**src/rtl/dbg_abstract_cmd.sv**
```systemverilog
// Abstract-command executor for RISC-V Debug "Access Register" commands.
// Validates a launched command, performs one 32-bit GPR/CSR bus access and reports cmderr.
module dbg_abstract_cmd #(
  parameter int TIMEOUT   = 64,
  parameter int GPR_COUNT = 32
) (
  input  logic        iClk,
  input  logic        iRst,
  input  logic        iCmd_valid,
  input  logic [31:0] iCmd,
  input  logic [31:0] iData0,
  input  logic        iHalted,
  output logic        oBusy,
  output logic        oDone,
  output logic [2:0]  oCmderr,
  output logic        oData0_we,
  output logic [31:0] oData0,
  output logic        oRegno_inc,
  output logic        oBus_valid,
  output logic        oBus_csr,
  output logic        oBus_write,
  output logic [11:0] oBus_addr,
  output logic [31:0] oBus_wdata,
  input  logic        iBus_ready,
  input  logic [31:0] iBus_rdata,
  input  logic        iBus_err
);

  localparam int CNT_W = $clog2(TIMEOUT + 1);

  localparam logic [2:0]  ERR_NONE   = 3'd0;
  localparam logic [2:0]  ERR_NOTSUP = 3'd2;
  localparam logic [2:0]  ERR_EXC    = 3'd3;
  localparam logic [2:0]  ERR_HALT   = 3'd4;
  localparam logic [15:0] GPR_BASE   = 16'h1000;

  typedef enum logic [1:0] {
    S_IDLE,
    S_CHECK,
    S_REQ,
    S_DONE
  } state_t;

  state_t state_q, state_d;

  // Latched command fields
  logic [7:0]  cmdtype_q, cmdtype_d;
  logic [2:0]  aarsize_q, aarsize_d;
  logic        postinc_q, postinc_d;
  logic        postexec_q, postexec_d;
  logic        transfer_q, transfer_d;
  logic        write_q, write_d;
  logic [15:0] regno_q, regno_d;
  logic [31:0] data0_q, data0_d;

  logic [CNT_W-1:0] cnt_q, cnt_d;

  // Registered outputs
  logic        busy_q, busy_d;
  logic        done_q, done_d;
  logic [2:0]  cmderr_q, cmderr_d;
  logic        we_q, we_d;
  logic [31:0] rdata_q, rdata_d;
  logic        inc_q, inc_d;
  logic        bvalid_q, bvalid_d;
  logic        bcsr_q, bcsr_d;
  logic        bwrite_q, bwrite_d;
  logic [11:0] baddr_q, baddr_d;
  logic [31:0] bwdata_q, bwdata_d;

  // Bit 23 of an Access Register command is reserved and carries no meaning here.
  logic cmd_rsvd_unused;
  assign cmd_rsvd_unused = iCmd[23];

  logic        regno_is_csr;
  logic        regno_is_gpr;
  logic [15:0] gpr_off;

  assign regno_is_csr = (regno_q < GPR_BASE);
  assign gpr_off      = regno_q - GPR_BASE;
  assign regno_is_gpr = !regno_is_csr && (gpr_off < 16'(GPR_COUNT));

  logic       fin;
  logic [2:0] fin_err;

  always_comb begin
    state_d    = state_q;
    cmdtype_d  = cmdtype_q;
    aarsize_d  = aarsize_q;
    postinc_d  = postinc_q;
    postexec_d = postexec_q;
    transfer_d = transfer_q;
    write_d    = write_q;
    regno_d    = regno_q;
    data0_d    = data0_q;
    cnt_d      = cnt_q;
    busy_d     = busy_q;
    done_d     = 1'b0;
    cmderr_d   = ERR_NONE;
    we_d       = 1'b0;
    rdata_d    = rdata_q;
    inc_d      = 1'b0;
    bvalid_d   = bvalid_q;
    bcsr_d     = bcsr_q;
    bwrite_d   = bwrite_q;
    baddr_d    = baddr_q;
    bwdata_d   = bwdata_q;
    fin        = 1'b0;
    fin_err    = ERR_NONE;

    case (state_q)
      S_IDLE: begin
        busy_d = 1'b0;
        if (iCmd_valid) begin
          cmdtype_d  = iCmd[31:24];
          aarsize_d  = iCmd[22:20];
          postinc_d  = iCmd[19];
          postexec_d = iCmd[18];
          transfer_d = iCmd[17];
          write_d    = iCmd[16];
          regno_d    = iCmd[15:0];
          data0_d    = iData0;
          busy_d     = 1'b1;
          state_d    = S_CHECK;
        end
      end

      S_CHECK: begin
        // Rule order matters: the first matching rule decides cmderr.
        if (cmdtype_q != 8'd0) begin
          fin     = 1'b1;
          fin_err = ERR_NOTSUP;
        end else if (postexec_q) begin
          fin     = 1'b1;
          fin_err = ERR_NOTSUP;
        end else if (transfer_q && (aarsize_q != 3'd2)) begin
          fin     = 1'b1;
          fin_err = ERR_NOTSUP;
        end else if (!iHalted) begin
          fin     = 1'b1;
          fin_err = ERR_HALT;
        end else if (transfer_q && !regno_is_csr && !regno_is_gpr) begin
          fin     = 1'b1;
          fin_err = ERR_EXC;
        end else if (!transfer_q) begin
          fin     = 1'b1;
          fin_err = ERR_NONE;
        end else begin
          state_d  = S_REQ;
          cnt_d    = '0;
          bvalid_d = 1'b1;
          bcsr_d   = regno_is_csr;
          bwrite_d = write_q;
          baddr_d  = regno_is_csr ? regno_q[11:0] : gpr_off[11:0];
          bwdata_d = data0_q;
        end
      end

      S_REQ: begin
        if (iBus_ready) begin
          fin     = 1'b1;
          fin_err = iBus_err ? ERR_EXC : ERR_NONE;
          if (!iBus_err && !write_q) begin
            rdata_d = iBus_rdata;
          end
        end else if (cnt_q == CNT_W'(TIMEOUT - 1)) begin
          fin     = 1'b1;
          fin_err = ERR_EXC;
        end else begin
          cnt_d = cnt_q + CNT_W'(1);
        end
      end

      S_DONE: begin
        busy_d  = 1'b0;
        state_d = S_IDLE;
      end

      default: begin
        busy_d  = 1'b0;
        state_d = S_IDLE;
      end
    endcase

    // Common completion path: report, release the bus, post-increment on success.
    if (fin) begin
      state_d  = S_DONE;
      done_d   = 1'b1;
      cmderr_d = fin_err;
      we_d     = (fin_err == ERR_NONE) && transfer_q && !write_q;
      inc_d    = (fin_err == ERR_NONE) && postinc_q;
      bvalid_d = 1'b0;
      bcsr_d   = 1'b0;
      bwrite_d = 1'b0;
      baddr_d  = '0;
      bwdata_d = '0;
    end
  end

  always_ff @(posedge iClk) begin
    if (iRst) begin
      state_q    <= S_IDLE;
      cmdtype_q  <= '0;
      aarsize_q  <= '0;
      postinc_q  <= 1'b0;
      postexec_q <= 1'b0;
      transfer_q <= 1'b0;
      write_q    <= 1'b0;
      regno_q    <= '0;
      data0_q    <= '0;
      cnt_q      <= '0;
      busy_q     <= 1'b0;
      done_q     <= 1'b0;
      cmderr_q   <= '0;
      we_q       <= 1'b0;
      rdata_q    <= '0;
      inc_q      <= 1'b0;
      bvalid_q   <= 1'b0;
      bcsr_q     <= 1'b0;
      bwrite_q   <= 1'b0;
      baddr_q    <= '0;
      bwdata_q   <= '0;
    end else begin
      state_q    <= state_d;
      cmdtype_q  <= cmdtype_d;
      aarsize_q  <= aarsize_d;
      postinc_q  <= postinc_d;
      postexec_q <= postexec_d;
      transfer_q <= transfer_d;
      write_q    <= write_d;
      regno_q    <= regno_d;
      data0_q    <= data0_d;
      cnt_q      <= cnt_d;
      busy_q     <= busy_d;
      done_q     <= done_d;
      cmderr_q   <= cmderr_d;
      we_q       <= we_d;
      rdata_q    <= rdata_d;
      inc_q      <= inc_d;
      bvalid_q   <= bvalid_d;
      bcsr_q     <= bcsr_d;
      bwrite_q   <= bwrite_d;
      baddr_q    <= baddr_d;
      bwdata_q   <= bwdata_d;
    end
  end

  assign oBusy      = busy_q;
  assign oDone      = done_q;
  assign oCmderr    = cmderr_q;
  assign oData0_we  = we_q;
  assign oData0     = rdata_q;
  assign oRegno_inc = inc_q;
  assign oBus_valid = bvalid_q;
  assign oBus_csr   = bcsr_q;
  assign oBus_write = bwrite_q;
  assign oBus_addr  = baddr_q;
  assign oBus_wdata = bwdata_q;

endmodule

```
**config.mk**
```make
export PLATFORM = sky130hd
export DESIGN_NAME = dbg_abstract_cmd
export DESIGN_NICKNAME = d
export VERILOG_FILES = /design/src/rtl/dbg_abstract_cmd.sv
export SDC_FILE = /design/constraint.sdc
export NUM_CORES = 1
export LEC_CHECK = 0
export CORE_AREA = 2 2 101 103
export CTS_CLUSTER_DIAMETER = 50
export CTS_CLUSTER_SIZE = 14
export DETAILED_ROUTE_END_ITERATION = 16
export DIE_AREA = 0 0 103 105
export DONT_BUFFER_PORTS = 1
export GPL_ROUTABILITY_DRIVEN = 0
export PLACE_DENSITY = 0.77
export SLEW_MARGIN = 0
export SYNTH_ARGS = -nofsm -noshare
export SYNTH_HDL_FRONTEND = slang
export SYNTH_SLANG_ARGS = --single-unit
```
**constraint.sdc**
```tcl
create_clock -name iClk -period 4.7 [get_ports iClk]
set_input_delay 0.94 -clock iClk [delete_from_list [all_inputs] [get_ports iClk]]
set_output_delay 0.94 -clock iClk [all_outputs]
set_load 0.01 [all_outputs]
```
==> flow_metrics.env <==
export IMPL_die_area_mm2=0.0108
export IMPL_cp_common_cell="inv_1"
export IMPL_synth_edf_count=0
export IMPL_min_delay_path_class="reg2reg"
export IMPL_slew_limit_headroom=0.194
export IMPL_min_from="cmdtype_q[7]"
export IMPL_cts_hold_buf=0
export IMPL_worstReg2RegStart="state_q[1]"
export IMPL_cts_resized=0
export IMPL_fillers=810
export IMPL_synthCells=696
export IMPL_path_cells="inv_1 -> ha_1 -> inv_1 -> a31o_2 -> a21oi_4 -> buf_4 -> nor2_1"
export IMPL_yosys_area_top_type="dfxtp_1"
export IMPL_cts_tree="built"
export IMPL_fp_dieH_um=105
export IMPL_worst_pin_slew_ns=1.21
export IMPL_r2r_end="oBus_wdata[14]"
export IMPL_drive_gt1_frac=0.0658
export IMPL_worstRegToRegCells=7
export IMPL_die_width_um=103
export IMPL_clockBufferDepth=2
export IMPL_vias_per_cell=5.57
export IMPL_grt_pass1_vias=4263
export IMPL_rows=36
export IMPL_drc=0
export IMPL_min_path_cells=2
export IMPL_synth_fp_nets=803
export IMPL_cts_buffers_inserted=17
export IMPL_dp_hpwl_um=8310
export IMPL_vdd_drop_max_uv=257
export IMPL_required_ns=5.08
export IMPL_maxCapViolCount=0
export IMPL_fin_hold_ws_ns=0.445
export IMPL_dr_pass1_iters=5
export IMPL_ctsHtreeMaxLevel=4
export IMPL_critPathCaptureType="flop"
export IMPL_grt_first_pass_wirelength_um=19700
export IMPL_min_to="cmdtype_q[7]"
export IMPL_hold_viol=0
export IMPL_start_kind="flop"
export IMPL_path_max_fanout=26
export IMPL_antenna_found_initial=0
export IMPL_post_synth_cell_area_avg_um2=8.49
export IMPL_port_buffers=0
export IMPL_p_leak_nw=2.68
export IMPL_period_minus_slack_ns=2.41
export IMPL_rsz0062_at_grt="false"
export IMPL_synth_warnings=0
export IMPL_async_reset_ff_frac=0
export IMPL_diodes=0
export IMPL_netlist_top_cells_area="dfxtp_1 (54%), nand2_1 (13%), a21oi_1 (9.2%), mux2i_1 (7.8%), nor2_1 (3.7%)"
export IMPL_synth_top_area_share=0.535
export IMPL_yosysUniqueCellTypes=46
export IMPL_num_vias=4550
export IMPL_post_cts_setup_buffer_count=0
export IMPL_start_util=0.613
export IMPL_drt_initial_drc_count=207
export IMPL_cts_num_sinks=158
export IMPL_critPathMaxStageDelay_ns=0.52
export IMPL_cts_root_buf="clkbuf_8"
export IMPL_grt_ovfl_total=0
export IMPL_clock_latency_ns=0.51
export IMPL_max_freq_mhz=415
export IMPL_synthFlopType="dfxtp_1"
export IMPL_syn2layout_area_growth_pct=9.60
export IMPL_power_density_mw_per_mm2=492
export IMPL_setup_violations=0
export IMPL_skew_ns=0.00924
export IMPL_ys_ff_latch=158
export IMPL_layout_nets=779
export IMPL_worst_setup_path_type="reg2reg"
export IMPL_grt_usage=0.229
export IMPL_cp_arrival_ns=2.79
export IMPL_final_max_slew_viol_count=0
export IMPL_final_setup_tns_ns=0
export IMPL_clk_pin_slew_ns=0.06
export IMPL_post_drt_wl_per_cell_um=15.4
export IMPL_r2r_setup_slack_ns=2.29
export IMPL_cp_slowest_cell="a21oi_4"
export IMPL_status="finished, final reports clean"
export IMPL_yosysSeqAreaShare=0.535
export IMPL_grt_max_degree=112
export IMPL_drtAntennaViolNets=0
export IMPL_startpoint="state_q[1]"
export IMPL_fin_area_mm2=0.00647
export IMPL_place_area_mm2=0.00590
export IMPL_routed_wl_um=12600
export IMPL_min_period_over_period=0.513
export IMPL_coreArea_mm2=0.00964
export IMPL_synthesis_area_mm2=0.00591
export IMPL_ios=188
critical path, delay by kind of cell (launching register included):
family | cells | cell delay, ns
AO/OA/AOI/OAI | 2 | 0.82
adder cells (fa/ha/maj) | 1 | 0.34
buffers and inverters | 3 | 0.64
flip-flops | 1 | 0.35
AND/OR/NAND/NOR | 1 | 0.10
layout by cell type, fill, tap and decap left out, drive strengths merged, types with 2 or more instances in the layout:
cell type | synthesis | layout
nand4b | 2 | 2
and2 | 2 | 2
and3 | 5 | 5
clkinvlp | 0 | 5
bufinv | 0 | 2
nand3 | 3 | 3
nor2b | 4 | 4
clkbuf | 34 | 18
o21ai | 10 | 10
dfxtp | 158 | 158
clkinv | 0 | 5
ha | 5 | 5
nand2b | 2 | 2
nor2 | 58 | 58
nand4 | 4 | 4
nor4 | 2 | 2
buf | 11 | 2
or4 | 2 | 2
a22oi | 2 | 2
a31oi | 3 | 3
nand2 | 201 | 201
inv | 7 | 8
a21oi | 108 | 108
nand3b | 2 | 2
nor3 | 4 | 4
nor3b | 2 | 2
mux2i | 46 | 46
o31ai | 3 | 3
or3 | 2 | 2
logic make-up after synthesis:
family / count (synthesis) / share of synthesized area
mux: 46 / 0.0779
buf+inv: 52 / 0.0383
flops: 158 / 0.535
fa+ha+maj: 5 / 0.0106
simple gates: 299 / 0.210
compound gates: 136 / 0.128
final cells by class:
| cell class | count | area (um2) | share of cell area |
|---|---|---|---|
| Clock buffer | 18 | 428 | 0.0661 |
| Clock inverter | 13 | 143 | 0.0220 |
| Inverter | 7 | 26.3 | 0.00406 |
| Multi-Input combinational cell | 486 | 2530 | 0.391 |
| Sequential cell | 158 | 3160 | 0.489 |
| Tap cell | 133 | 166 | 0.0257 |
| Timing Repair Buffer | 2 | 15.0 | 0.00232 |
report_power, final:
| part | switching, mW | internal (mW) | total (mW) |
|---|---|---|---|
| logic | 0.283 | 0.125 | 0.408 |
| clock network | 0.531 | 0.768 | 1.30 |
| registers | 0.0557 | 1.42 | 1.48 |
| total | 0.869 | 2.32 | 3.19 |
synthesized netlist by cell type, types with 5 or more instances:
cell and number:
inv_1 6, and3_1 5, dfxtp_1 158, nand2_1 201, o21ai_0 9, a21oi_1 108, nor2_1 58, ha_1 5
clkbuf_1 34, mux2i_1 46
routing by layer:
layer	wire length, um	vias to the layer above	GRT usage	share of wire
li1	-	2258	-	-
met1	5160	2135	0.273	0.41
met2	6210	146	0.378	0.49
met3	1090	11	0.0863	0.087
met4	103	0	0.0714	0.0082
met5	0	-	0	0
flip-flops by register name (all words and copies together) (netlist names), 2 cells and up:
signal,count
oData0,32
oCmderr,3
oBus_wdata,32
regno_q,16
cnt_q,7
aarsize_q,3
cmdtype_q,8
data0_q,32
state_q,2
oBus_addr,12
metrics by stage:
stage           util  cells  setup slack (ns)  total power, mW
3_3_place_gp   0.612    786              2.13             1.90
5_1_grt        0.672    817              2.01             3.34
4_1_cts        0.672    817              2.27             3.21
6_report       0.672    817              2.29             3.19
2_1_floorplan      -    696              2.52             1.84
3_5_place_dp   0.612    786              2.08             1.92
worst max-delay path by stage:
stage                      to  slack [ns]  depth (start not counted)
2_1_floorplan    oBus_addr[0]        2.52                          7
4_1_cts        oBus_wdata[14]        2.27                          7
5_1_grt            oData0[10]        2.01                          5
3_3_place_gp    oBus_wdata[6]        2.13                          6
6_report       oBus_wdata[14]        2.29                          7
3_5_place_dp   oBus_wdata[12]        2.08                          6
Note: power is estimated with default switching activity, not from simulation.
